## config.mk

```make
export PLATFORM = sky130hd
export DESIGN_NAME = mc_control_fsm
export DESIGN_NICKNAME = d
export VERILOG_FILES = /design/src/rtl/mc_control_fsm.sv
export SDC_FILE = /design/constraint.sdc
export NUM_CORES = 1
export LEC_CHECK = 0
export BUFFER_PORTS_ARGS = -buffer_cell sky130_fd_sc_hd__buf_2
export CORE_UTILIZATION = 45
export CTS_CLUSTER_SIZE = 20
export DETAILED_ROUTE_END_ITERATION = 10
export HOLD_SLACK_MARGIN = 0.02
export PLACE_DENSITY = 0.75
export REMOVE_ABC_BUFFERS = 1
export SYNTH_ARGS = -nofsm -noshare
export SYNTH_HDL_FRONTEND = slang
export SYNTH_SLANG_ARGS = --single-unit
export TNS_END_PERCENT = 20
```

## constraint.sdc

```tcl
create_clock -name clk -period 1.6 [get_ports clk]
set_clock_uncertainty 0.05 [all_clocks]
set_input_delay 0.16 -clock clk [delete_from_list [all_inputs] [get_ports clk]]
set_output_delay 0.16 -clock clk [all_outputs]
set_load 0.02 [all_outputs]
```

## src/rtl/mc_control_fsm.sv

```systemverilog
// ---------------------------------------------------------------------------
// mc_control_fsm
//
// Main control FSM for a multicycle ARM-style core with a long-multiply and an
// FPU extension. It walks each instruction through FETCH, DECODE, an execute
// or address step and a write-back step. Datapath controls are Moore decodes
// of the current state. Architectural writes are gated by the condition
// check. A free-running counter counts retired instructions.
//
// Ports
//   clk        : system clock
//   reset      : asynchronous active-low reset, released synchronously to clk
//   Op         : Instr[27:26] instruction class
//   Funct      : Instr[25:20]
//   Rd         : Instr[15:12] destination register
//   IsLMul     : decoded long-multiply instruction
//   CondEx     : condition check passed for the current instruction
//   PCWrite    : PC register enable
//   RegWrite   : integer register file write enable
//   MemWrite   : data memory write enable
//   FpuWrite   : FPU register file write enable
//   IRWrite    : instruction register enable
//   AdrSrc     : memory address select (0=PC, 1=ALUOut/Result)
//   ALUSrcA    : ALU A operand select (00=A, 01=PC)
//   ALUSrcB    : ALU B operand select (00=RD2, 01=ExtImm, 10=const 4)
//   ResultSrc  : result select (00=ALUOut, 01=Data, 10=ALUResult)
//   ALUOp      : 0=force ADD, 1=decode from Funct
//   lmulFlag   : dual write of {wa3,wa4} for long multiply
//   State      : current state encoding (debug)
//   InstrCount : retired-instruction counter
// ---------------------------------------------------------------------------
module mc_control_fsm (
    input  logic        clk,
    input  logic        reset,
    input  logic [1:0]  Op,
    input  logic [5:0]  Funct,
    input  logic [3:0]  Rd,
    input  logic        IsLMul,
    input  logic        CondEx,
    output logic        PCWrite,
    output logic        RegWrite,
    output logic        MemWrite,
    output logic        FpuWrite,
    output logic        IRWrite,
    output logic        AdrSrc,
    output logic [1:0]  ALUSrcA,
    output logic [1:0]  ALUSrcB,
    output logic [1:0]  ResultSrc,
    output logic        ALUOp,
    output logic        lmulFlag,
    output logic [3:0]  State,
    output logic [31:0] InstrCount
);

    typedef enum logic [3:0] {
        S_FETCH  = 4'd0,
        S_DECODE = 4'd1,
        S_MEMADR = 4'd2,
        S_MEMRD  = 4'd3,
        S_MEMWB  = 4'd4,
        S_MEMWR  = 4'd5,
        S_EXECR  = 4'd6,
        S_EXECI  = 4'd7,
        S_ALUWB  = 4'd8,
        S_LMULWB = 4'd9,
        S_BRANCH = 4'd10,
        S_FPEXEC = 4'd11,
        S_FPWB   = 4'd12
    } state_e;

    state_e      state_q, state_d;
    logic [31:0] instr_count_q, instr_count_d;

    // Ungated per-state intents; the condition check is applied afterwards.
    logic reg_w, mem_w, fpu_w, next_pc, branch, ir_write;
    logic retire;

    // Funct[2:1] select nothing in this controller.
    logic funct_unused;
    assign funct_unused = ^Funct[2:1];

    // State register and retired-instruction counter.
    always_ff @(posedge clk or negedge reset) begin
        if (!reset) begin
            state_q       <= S_FETCH;
            instr_count_q <= 32'd0;
        end else begin
            state_q       <= state_d;
            instr_count_q <= instr_count_d;
        end
    end

    // Next-state logic. Unused codes 13-15 fall into the default and
    // recover to FETCH.
    always_comb begin
        state_d = S_FETCH;
        case (state_q)
            S_FETCH:  state_d = S_DECODE;
            S_DECODE: begin
                case (Op)
                    2'b00:   state_d = Funct[5] ? S_EXECI : S_EXECR;
                    2'b01:   state_d = S_MEMADR;
                    2'b10:   state_d = S_BRANCH;
                    default: state_d = S_FPEXEC;
                endcase
            end
            S_MEMADR: state_d = Funct[0] ? S_MEMRD : S_MEMWR;
            S_MEMRD:  state_d = S_MEMWB;
            S_EXECR,
            S_EXECI:  state_d = IsLMul ? S_LMULWB : S_ALUWB;
            S_FPEXEC: state_d = S_FPWB;
            default:  state_d = S_FETCH;
        endcase
    end

    // Every terminal state retires its instruction on the edge that leaves
    // it, regardless of whether the condition check passed.
    always_comb begin
        retire = 1'b0;
        case (state_q)
            S_MEMWB, S_MEMWR, S_ALUWB,
            S_LMULWB, S_BRANCH, S_FPWB: retire = 1'b1;
            default:                    retire = 1'b0;
        endcase
        instr_count_d = instr_count_q;
        if (retire) begin
            instr_count_d = instr_count_q + 32'd1;
        end
    end

    // Moore output decode.
    always_comb begin
        ir_write  = 1'b0;
        next_pc   = 1'b0;
        reg_w     = 1'b0;
        mem_w     = 1'b0;
        fpu_w     = 1'b0;
        branch    = 1'b0;
        AdrSrc    = 1'b0;
        ALUSrcA   = 2'b00;
        ALUSrcB   = 2'b00;
        ResultSrc = 2'b00;
        ALUOp     = 1'b0;
        lmulFlag  = 1'b0;
        case (state_q)
            S_FETCH: begin
                ir_write  = 1'b1;
                next_pc   = 1'b1;
                ALUSrcA   = 2'b01;
                ALUSrcB   = 2'b10;
                ResultSrc = 2'b10;
            end
            S_DECODE: begin
                ALUSrcA   = 2'b01;
                ALUSrcB   = 2'b10;
                ResultSrc = 2'b10;
            end
            S_MEMADR: begin
                ALUSrcB = 2'b01;
            end
            S_MEMRD: begin
                AdrSrc = 1'b1;
            end
            S_MEMWB: begin
                ResultSrc = 2'b01;
                reg_w     = 1'b1;
            end
            S_MEMWR: begin
                AdrSrc = 1'b1;
                mem_w  = 1'b1;
            end
            S_EXECR: begin
                ALUOp = 1'b1;
            end
            S_EXECI: begin
                ALUSrcB = 2'b01;
                ALUOp   = 1'b1;
            end
            S_ALUWB: begin
                // Compare/test operations only update flags.
                reg_w = (Funct[4:3] != 2'b10);
            end
            S_LMULWB: begin
                reg_w    = 1'b1;
                lmulFlag = 1'b1;
            end
            S_BRANCH: begin
                ALUSrcB   = 2'b01;
                ResultSrc = 2'b10;
                branch    = 1'b1;
            end
            S_FPWB: begin
                fpu_w = 1'b1;
            end
            default: begin
                ir_write = 1'b0;
            end
        endcase
    end

    // Architectural writes are gated by the condition check. The fetch-side
    // enables are not, but they are held off while reset is asserted.
    assign RegWrite   = reg_w & CondEx;
    assign MemWrite   = mem_w & CondEx;
    assign FpuWrite   = fpu_w & CondEx;
    assign IRWrite    = ir_write & reset;
    assign PCWrite    = reset & (next_pc | (branch & CondEx)
                                 | (reg_w & CondEx & (Rd == 4'hF)));
    assign State      = state_q;
    assign InstrCount = instr_count_q;

endmodule

```

* Yosys cells after proc, flatten, opt, wreduce, memory -nomap -nowiden
Index checks and enable logic that the tools add are counted.
** Storage, ports and cells
- Input bits :: 16
- Output and inout bits :: 50
- Register bits after elaboration :: 36
** Operators by class
- Bitwise logic cells :: 9
- Add/sub/neg operators :: 1
- Eq/ne operators :: 16
- Reduce and logical (&&, ||, !) cells :: 9
- Mux-type cells :: 17
** Operators with widths (count)
- adder 32 x 1 -> 32 bit (second input constant) :: 1
- == test 4 bit (second input constant) :: 6
- one-hot mux 4 bit (6 select lines) :: 1
- == test 4 x 3 -> 1 bit (second input constant) :: 4
- one-hot mux 4 bit (3 select lines) :: 1
- 2-to-1 mux 1 bit :: 11
- == test 4 x 2 -> 1 bit (second input constant) :: 2
- one-hot mux 2 bit (2 select lines) :: 2
- OR reduction 2 bit :: 4
- bitwise AND 1 bit :: 7
- OR reduction 3 bit :: 2
- OR reduction 6 bit :: 1
- == test 4 x 1 -> 1 bit (second input constant) :: 1
- logical NOT 4 bit :: 1
- 2-to-1 mux 3 bit :: 1
- == test 2 x 1 -> 1 bit (second input constant) :: 1
- == test 2 bit (second input constant) :: 1
- logical NOT 2 bit :: 1
- inequality test 2 bit (second input constant) :: 1
- OR 1 bit :: 2
- one-hot mux 1 bit (2 select lines) :: 1

* Logic depth before layout (Yosys ltp)
Gate-level depths: netlist of the first run.
- Depth in word-level cells :: 7
- Depth in mapped cells :: 5
- Gate-level depth less buffers :: 5

* Worst setup path after synthesis of the first run
Ideal clock, no wire load.
- Path kind :: register to output
- From :: reg state_q[2], in the netlist State[2]
- To :: out AdrSrc
- Cell stages (with the launch flop) :: 5
- Path slack :: -340 ps
- Data arrival time :: 1730 ps
- Buffers on the path :: 2
- Cell sequence :: dfrtp_1 > clkbuf_1 > buf_2 > xnor2_1 > nor3b_1
** On the way
- Cells in the longest elaborated chain, start to end :: 3
- Elaborated cells on any way between the ends :: 4
- Classes of those cells :: eq/ne: 2; mux: 1; reduce/logical: 1
** RTL lines
- from (decl) :: line 71 : state_e state_q, state_d;
- from (signal assigned) :: line 88 : state_q <= state_d;
- == test 4 x 3 -> 1 bit / == test 4 x 2 -> 1 bit (equally long branches) :: line 145 : case (state_q)
- OR reduction 2 bit (no line) *
- 2-to-1 mux 1 bit * :: line 145
- to (decl) :: line 45 : output logic AdrSrc,
Every way passes the cells marked *; elsewhere a longest branch is shown, timed or not.

* Final worst setup path of the first run
- From :: reg state_q[3], in the netlist State[3]
- To :: out PCWrite
** On the way
- Cells in the longest elaborated chain, start to end :: 7
- Elaborated cells on any way between the ends :: 15
- Classes of those cells :: eq/ne: 4; mux: 3; bitwise: 6; reduce/logical: 2
** RTL lines
- == test 4 x 3 -> 1 bit / == test 4 bit (equally long branches) :: line 145
- OR reduction 2 bit (no line)
- one-hot mux 1 bit (2 select lines) :: line 145
- bitwise AND 1 bit (2 in a row) :: line 208 : | (reg_w & CondEx & (Rd == 4'hF)));
- OR 1 bit * :: line 208
- bitwise AND 1 bit * :: line 207 : assign PCWrite = reset & (next_pc | (branch & CondEx)
- to (decl) :: line 40 : output logic PCWrite,
Marks and branches as above.

==> impl_metrics.json, run 1 <==
{
  "cp.required_ns": 1.39,
  "critPathTopFamily": "flip-flops",
  "post-route-period-util": 1.13,
  "start_kind": "register",
  "start_util": 0.481,
  "place_hpwl_um": 3770,
  "syn_to_final_growth_pct": 61.4,
  "htree_num_levels": 2,
  "drcViolationCount": 0,
  "grt_pass1_wl_um": 9000,
  "gp_congestion": 0.834,
  "worstPathCellList": "buf_6, buf_6, nand2b_4, o22ai_4, nand2_1, a21boi_1, buf_4",
  "clkTransAtPathRegs_ns": 0.07,
  "rows": 23,
  "syn_area_per_cell_um2": 10.1,
  "place_inst": 347,
  "drive_above_1_share": 0.522,
  "arrival_ns": 1.60,
  "io_buffers": 62,
  "drt_iter0_markers": 167,
  "insertion_delay_ns": 0.29,
  "die_area_mm2": 0.00467,
  "synth_area_leaders": "dfrtp_1 45%, xnor2_1 11%, nand4_1 5.4%, xor2_1 3.1%, nand3_1 2.8%",
  "violations": "negative setup slack",
  "ys_ff_latch": 36,
  "die_w_um": 68.3,
  "vias": 2066,
  "cts_buffers": 5,
  "synthCells": 196,
  "fin_nets": 340,
  "cts_tree": "built",
  "crit_buf_inv": 3,
  "ant_nets": 0,
  "power.leakage_nw": 1.56,
  "synth_top_area_cell": "dfrtp_1",
  "die_y_um": 68.3,
  "synthArstFlopShare": 1.00,
  "yosysWarnings": 0,
  "cpMostUsedCell": "buf_6",
  "ioPinCount": 66,
  "cts-root-buf": "clkbuf_8",
  "final_hold_viol_count": 0,
  "fillers": 261,
  "outcome": "finished, violations left",
  "slew_violations": 0,
  "wl_um": 6280,
  "grt_max_degree": 23,
  "worstSetupPathType": "reg2out",
  "ys_seq_area_frac": 0.455,
  "critPathSlowestCell": "dfrtp_1",
  "diodes": 0,
  "grt_pass1_vias": 1849,
  "setup_slack_ns": -0.215,
  "cp_max_fo": 4,
  "antenna_found_initial": 0,
  "rsz0062_at_grt": "true",
  "synth.top_cell.area_share": 0.455,
  "cpPeakStageDelay_ns": 0.40,
  "synth_edf_count": 0,
  "core_area_mm2": 0.00412,
  "mostFrequentLayoutCells": "56 x buf_4, 53 x buf_2, 34 x dfrtp_1",
  "ys_types": 40,
  "max_freq_mhz": 551,
  "viasPerCell": 5.52,
  "fin_cells": 374,
  "r2r_slack_ns": -0.11,
  "clock-sinks": 36,
  "grt_use_total": 0.265,
  "min_path_type": "in2reg",
  "ys.flop_type": "dfrtp_1",
  "finalSetupTns_ns": -2.22,
  "max_cap_violations": 0,
  "power_density_mw_per_mm2": 1420,
  "clk_path_buf_depth": 2,
  "drt_first_pass_iters": 4,
  "grt-ovfl-total": 0,
  "period_needed_ns": 1.81,
  "worst_setup_path_end_kind": "output pin",
  "setup_violations": 35,
  "wl_per_cell_um": 16.8,
  "synthesis.area_mm2": 0.00198,
  "vdd_drop_max_mv": 1.15,
  "layout_commonest_cell": "buf_4"
}
registers in the layout (all words and copies together) (netlist names):
register,flops
State,4
InstrCount,32
path summary, 6_finish.rpt:
check / cells after the start / start / endpoint
setup / recovery: 7 / State[3] / PCWrite
hold / removal: 3 / IsLMul / State[0]
setup reg to reg: 6 / State[3] / InstrCount[17]
hold reg to reg: 1 / InstrCount[31] / InstrCount[31]
max in group asynchronous: 3 / reset / InstrCount[20]
min in group asynchronous: 3 / reset / State[2]
cell usage after synthesis (all sizes together), types with 2 or more instances:
| master | instances |
|---|---|
| nor3b | 4 |
| nor4 | 3 |
| a21oi | 6 |
| nor2b | 7 |
| o22ai | 2 |
| xnor2 | 25 |
| a2111oi | 2 |
| nand2 | 13 |
| nand3 | 11 |
| a211o | 2 |
| nand4 | 17 |
| clkbuf | 5 |
| inv | 4 |
| buf | 2 |
| xor2 | 7 |
| o21ai | 2 |
| dfrtp | 36 |
| and2 | 4 |
| nor2 | 8 |
| and3 | 7 |
| and4 | 3 |
| nand2b | 2 |
| a211oi | 2 |
| nor3 | 9 |
stage by stage:
step	util	area, um^2	power [mW]	hold slack, ns	worst slack, ns
final	0.777	3200	4.54	0.177	-0.215
after global routing	0.777	3200	4.77	0.193	-0.281
after CTS	0.732	3010	4.08	0.165	-0.180
after detailed placement	0.648	2670	2.99	0.124	-0.118
after global placement	0.648	2670	2.94	0.118	-0.0845
after floorplan	-	1950	2.25	-0.186	-0.501
worst reg2reg max path, delay by kind of cell, from the launching register on:
family	cells	cell delay [ns]
xor+xnor	1	0.16
flops	1	0.40
compound gates	2	0.55
buf+inv	2	0.31
simple gates	1	0.13
report_power, final:
| part | switching (mW) | internal [mW] | leakage, nW |
|---|---|---|---|
| Combinational | 1.44 | 1.25 | 1.03 |
| Sequential | 0.136 | 1.04 | 0.486 |
| Clock | 0.324 | 0.350 | 0.0445 |
| Total | 1.90 | 2.65 | 1.56 |
cell families after synthesis:
| logic type | Yosys count | share of synthesized area |
|---|---|---|
| XOR/XNOR | 32 | 0.142 |
| multiplexers | 1 | 0.00569 |
| other | 1 | 0.00189 |
| flip-flops | 36 | 0.455 |
| AO/OA/AOI/OAI | 21 | 0.0954 |
| buffers and inverters | 11 | 0.0234 |
| adder cells (fa/ha/maj) | 1 | 0.00632 |
| AND/OR/NAND/NOR | 93 | 0.271 |
routing by layer:
metal,up-vias,GRT usage,part of all wire
met5,-,0,0
met4,0,0.0859,0.014
met3,10,0.0467,0.036
met2,62,0.460,0.53
met1,1032,0.330,0.42
li1,962,-,-
what timing repair did:
action                                  in CTS  in global routing
setup buffers                               11                  6
cloned                                       0                  1
gates resized for setup                     35                 34
endpoints found under the hold margin       36                  0
hold buffers                                 1                  0
endpoints found under the setup margin      37                 42
pin swaps                                   22                 17
area by class of cell:
cell class                 count  area, um^2  area share
clock buffer                   7        86.3      0.0270
clock inverter                 1        7.51     0.00235
inverter                       4        15.0     0.00470
multi-input combinational    149        1230       0.384
sequential                    36         903       0.283
tap                           50        62.6      0.0196
timing repair buffer         127         896       0.280
(Power assumes the default switching activity.)
==> run 2, diff against run 1 <==
==> constraint.sdc (replaced) <==
create_clock -name clk -period 1.6 [get_ports clk]
set_clock_uncertainty 0.05 [all_clocks]
set_input_delay 0 -clock clk [delete_from_list [all_inputs] [get_ports clk]]
set_output_delay 0 -clock clk [all_outputs]
set_load 0.02 [all_outputs]
==> run 2 against run 1 <==
Net effect:
- sequential share of layout area grew 2.6 points
- final cell count shrank 4.3%
- routed wire length shrank 12%
- setup slack gained 0.097 ns
- the flow still finishes with violations (negative setup slack)
- via count shrank 5.9%
- clock-buffer cell count is the same
- sequential power is essentially flat
- combinational power shrank 25%
- register-to-register slack gained 0.02 ns
- critical path depth is the same
- maximum frequency grew 5.7%
- core utilization shrank 6.5 points
==> impl_metrics.json, run 2 (synthesized netlist as in run 1, its figures left out) <==
{
  "switching_share": 0.418,
  "core_area_mm2": 0.00412,
  "violations": "negative setup slack",
  "mostFrequentLayoutCells": "60 x buf_2, 43 x buf_4, 33 x dfrtp_1",
  "power_density_mw_per_mm2": 1330,
  "grt_max_degree": 37,
  "drt_iter0_markers": 197,
  "grt_pass1_vias": 1789,
  "power.switching_mw": 1.63,
  "htree_num_levels": 2,
  "die_y_um": 68.3,
  "whs_ns": 0.0252,
  "clkPwrFrac": 0.179,
  "arrival_ns": 1.67,
  "vias": 1944,
  "cp.required_ns": 1.55,
  "largest_register_ff_count": 32,
  "place_inst": 341,
  "cp_max_fo": 10,
  "max_freq_mhz": 582,
  "wl_um": 5510,
  "start_kind": "register",
  "cts_buffers": 5,
  "outcome": "finished, violations left",
  "layout_commonest_cell": "buf_2",
  "gp_congestion": 0.801,
  "grt_use_total": 0.247,
  "worstSetupPathType": "reg2out",
  "drt_first_pass_iters": 4,
  "clock-sinks": 36,
  "post-route-period-util": 1.07,
  "setup_slack_ns": -0.118,
  "period_needed_ns": 1.72,
  "cts-root-buf": "clkbuf_8",
  "viasPerCell": 5.43,
  "fillers": 310,
  "grt_pass1_wl_um": 8460,
  "die_area_mm2": 0.00467,
  "rows": 23,
  "drcViolationCount": 0,
  "setup_violations": 18,
  "ioPinCount": 66,
  "ant_nets": 0,
  "diodes": 0,
  "drive_above_1_share": 0.455,
  "final_hold_viol_count": 0,
  "insertion_delay_ns": 0.29,
  "worst_setup_path_end_kind": "output pin",
  "grt-ovfl-total": 0,
  "detailedPlace.worstSlack_ns": -0.0987,
  "slew_violations": 0,
  "finalPower_mw": 3.90,
  "p_seq_frac": 0.302,
  "rsz0062_at_grt": "true",
  "io_buffers": 62,
  "cts_tree": "built",
  "p_int_mw": 2.27,
  "vdd_drop_max_mv": 1.04,
  "antenna_found_initial": 0,
  "syn_to_final_growth_pct": 47.9,
  "clk_path_buf_depth": 2,
  "clkTransAtPathRegs_ns": 0.07,
  "combPwrFrac": 0.519,
  "power.leakage_nw": 1.45,
  "die_w_um": 68.3,
  "max_cap_violations": 0,
  "wl_per_cell_um": 15.4,
  "finalSetupTns_ns": -0.683,
  "min_path_type": "in2reg",
  "fin_cells": 358,
  "start_util": 0.481,
  "place_hpwl_um": 3690,
  "fin_nets": 325
}
run 2: worst max-delay path, stage by stage (launching register included):
cell,delay [ns]
dfrtp_1,0.43
buf_6,0.14
buf_6,0.13
nand2b_4,0.14
o22ai_2,0.14
nand2_1,0.07
a21boi_1,0.15
buf_4,0.17
run 2: cell type report:
cell class,count,area (um^2),share of cell area
inverter,4,15.0,0.00512
sequential,36,905,0.309
tap,50,62.6,0.0213
multi-input combinational,149,1130,0.386
timing repair buffer,112,722,0.246
clock buffer,7,96.3,0.0329
run 2: stage by stage:
| stage | cell area (um^2) | utilization |
|---|---|---|
| 6_report | 2930 | 0.712 |
| 2_1_floorplan | 1950 | - |
| 4_1_cts | 2830 | 0.688 |
| 5_1_grt | 2930 | 0.712 |
| 3_5_place_dp | 2620 | 0.637 |
| 3_3_place_gp | 2620 | 0.637 |
run 2: timing repair:
item / 4_1_cts / 5_1_grt
buffers inserted: 4 / 4
endpoints found under the hold margin: 37 / 0
hold buffers: 2 / 0
endpoints found under the setup margin: 21 / 33
cloned: 0 / 0
pin swaps: 9 / 16
resized for setup: 15 / 15
run 2: metal layers:
metal / routed length [um] / part of all wire / global-route usage
met1: 2260 / 0.41 / 0.309
met2: 2900 / 0.53 / 0.412
met3: 213 / 0.039 / 0.0383
met4: 135 / 0.025 / 0.115
met5: 0 / 0 / 0
run 2: power by group through the flow:
stage	Sequential [mW]	Clock (mW)	Combinational, mW
3_5_place_dp	1.16	0	1.79
4_1_cts	1.15	0.706	1.90
5_1_grt	1.19	0.743	2.18
2_1_floorplan	1.47	0	0.777
3_3_place_gp	1.15	0	1.76
6_report	1.18	0.698	2.02
run 2: path summary, 6_finish.rpt:
kind	from	endpoint	slack, ns	cells past startpoint
max	State[3]	PCWrite	-0.12	7
min	IsLMul	State[0]	0.03	3
max reg2reg	InstrCount[0]	InstrCount[16]	-0.09	7
min reg2reg	InstrCount[31]	InstrCount[31]	0.43	1
max in group asynchronous	reset	State[1]	0.86	3
min in group asynchronous	reset	State[3]	0.28	3
==> run 3, diff against run 2 <==
Settings changed: CORE_UTILIZATION 45 to 44, PLACE_DENSITY 0.75 to 0.74.
==> run 3 against run 2 <==
Net effect:
- the run still ends with negative setup slack left
- global-route usage fell by 2.2 points
- final cell count grew 2.0%
- sequential power hardly changed
- core utilization shrank 1.6 points
- first-iteration DRC count decreased by 16%
- non-clock buffer count increased by 4
- sequential share of layout area decreased by 1.0 points
- combinational power up 5%
- final area up 3.4%
- routed wire length about the same
- total power increased by 2.7%
- critical endpoint is now InstrCount[18]
- largest cell class unchanged
- highest routed layer unchanged
==> impl_metrics.json, run 3 (synthesized netlist as in run 1, its figures left out) <==
{
  "wl_um": 5510,
  "design_area_mm2": 0.00303,
  "die_y_um": 69.1,
  "wl_per_cell_um": 15.1,
  "cts-root-buf": "clkbuf_8",
  "dpl_cell_area_mm2": 0.00263,
  "drive_above_1_share": 0.466,
  "cts_tree": "built",
  "diodes": 0,
  "place_hpwl_um": 3570,
  "max_cap_violations": 0,
  "min_from": "Op[0]",
  "syn_to_final_growth_pct": 53.0,
  "largest_register_ff_count": 32,
  "start_kind": "register",
  "worst_setup_path_end_kind": "register",
  "finalSetupTns_ns": -0.532,
  "critPathTopFamily": "compound AO/OA/AOI/OAI gates",
  "antenna_found_initial": 0,
  "drt_first_pass_iters": 4,
  "min_path_type": "in2reg",
  "cp_max_fo": 8,
  "core_area_mm2": 0.00435,
  "die_w_um": 69.1,
  "worstPathCellList": "a21o_4, a2111oi_4, buf_6, nand4_1, xnor2_1",
  "power_density_mw_per_mm2": 1320,
  "cp.required_ns": 1.73,
  "max_freq_mhz": 601,
  "clkTransAtPathRegs_ns": 0.07,
  "io_buffers": 62,
  "outcome": "finished, violations left",
  "insertion_delay_ns": 0.29,
  "drcViolationCount": 0,
  "cts_buffers": 5,
  "crit_start": "State[3]",
  "setup_slack_ns": -0.0644,
  "fillers": 325,
  "rows": 24,
  "slew_violations": 0,
  "final_hold_viol_count": 0,
  "grt-ovfl-total": 0,
  "grt_pass1_wl_um": 8450,
  "vias": 1969,
  "finalPower_mw": 4.00,
  "vdd_drop_max_mv": 1.15,
  "layout_commonest_cell": "buf_2",
  "power.leakage_nw": 1.48,
  "post-route-period-util": 1.04,
  "period_needed_ns": 1.66,
  "worstSetupPathType": "reg2reg",
  "gp_congestion": 0.799,
  "mostFrequentLayoutCells": "58 x buf_2, 44 x buf_4, 33 x dfrtp_1",
  "grt_use_total": 0.224,
  "ioPinCount": 66,
  "setup_violations": 14,
  "crit_buf_inv": 1,
  "critPathSlowestCell": "dfrtp_2",
  "clock-sinks": 36,
  "ant_nets": 0,
  "cpPeakStageDelay_ns": 0.46,
  "grt_pass1_vias": 1795,
  "arrival_ns": 1.80,
  "violations": "negative setup slack",
  "die_area_mm2": 0.00477,
  "rr_startpoint": "State[3]",
  "detailedPlace.worstSlack_ns": -0.134,
  "drt_iter0_markers": 166,
  "htree_num_levels": 2,
  "start_util": 0.455,
  "grt_max_degree": 37,
  "clk_path_buf_depth": 2,
  "final_util": 0.696,
  "viasPerCell": 5.39,
  "fin_nets": 329,
  "rsz0062_at_grt": "true"
}
-- run 3: path summary, 6_finish.rpt --
check	end	slack, ns	cells after the start
setup / recovery	InstrCount[18]	-0.06	5
hold / removal	State[0]	0.06	5
setup reg to reg	InstrCount[18]	-0.06	5
hold reg to reg	InstrCount[31]	0.42	1
max in group asynchronous	State[0]	0.84	3
min in group asynchronous	InstrCount[27]	0.30	3
-- run 3: final cells by class --
| type | instances | area (um^2) | share of cell area |
|---|---|---|---|
| Multi-Input combinational cell | 149 | 1180 | 0.390 |
| Sequential cell | 36 | 905 | 0.299 |
| Timing Repair Buffer | 116 | 771 | 0.254 |
| Clock buffer | 7 | 86.3 | 0.0285 |
| Tap cell | 52 | 65.1 | 0.0215 |
| Inverter | 4 | 15.0 | 0.00495 |
| Clock inverter | 1 | 7.51 | 0.00248 |
-- run 3: repair_timing --
item	4_1_cts	5_1_grt
setup endpoints to repair	25	33
hold buffers	6	0
buffers inserted	2	5
gates resized for setup	14	30
cloned	0	1
pin swaps	19	9
endpoints found under the hold margin	38	0
-- run 3: power breakdown --
| group | switching (mW) | internal (mW) | total (mW) |
|---|---|---|---|
| sequential | 0.148 | 1.04 | 1.19 |
| clock | 0.334 | 0.350 | 0.684 |
| combinational | 1.23 | 0.892 | 2.13 |
-- run 3: per-layer routing --
metal  vias to the layer above  track usage  part of all wire
met5                         -            0                 0
li1                        940            -                 -
met4                         0       0.0907             0.018
met1                       957        0.288              0.44
met3                         9       0.0439             0.036
met2                        63        0.371              0.51
-- run 3: worst min-delay path: cells and delay by family --
kind            cells  cell delay [ns]
buf+inv             1             0.09
compound gates      2             0.15
simple gates        2             0.12
-- run 3: stage by stage --
step | std cells | hold slack (ns)
after floorplan | 189 | -0.346
after global placement | 344 | 0.0569
after detailed placement | 344 | 0.0624
after CTS | 360 | 0.0423
after global routing | 365 | 0.0752
final | 365 | 0.0619
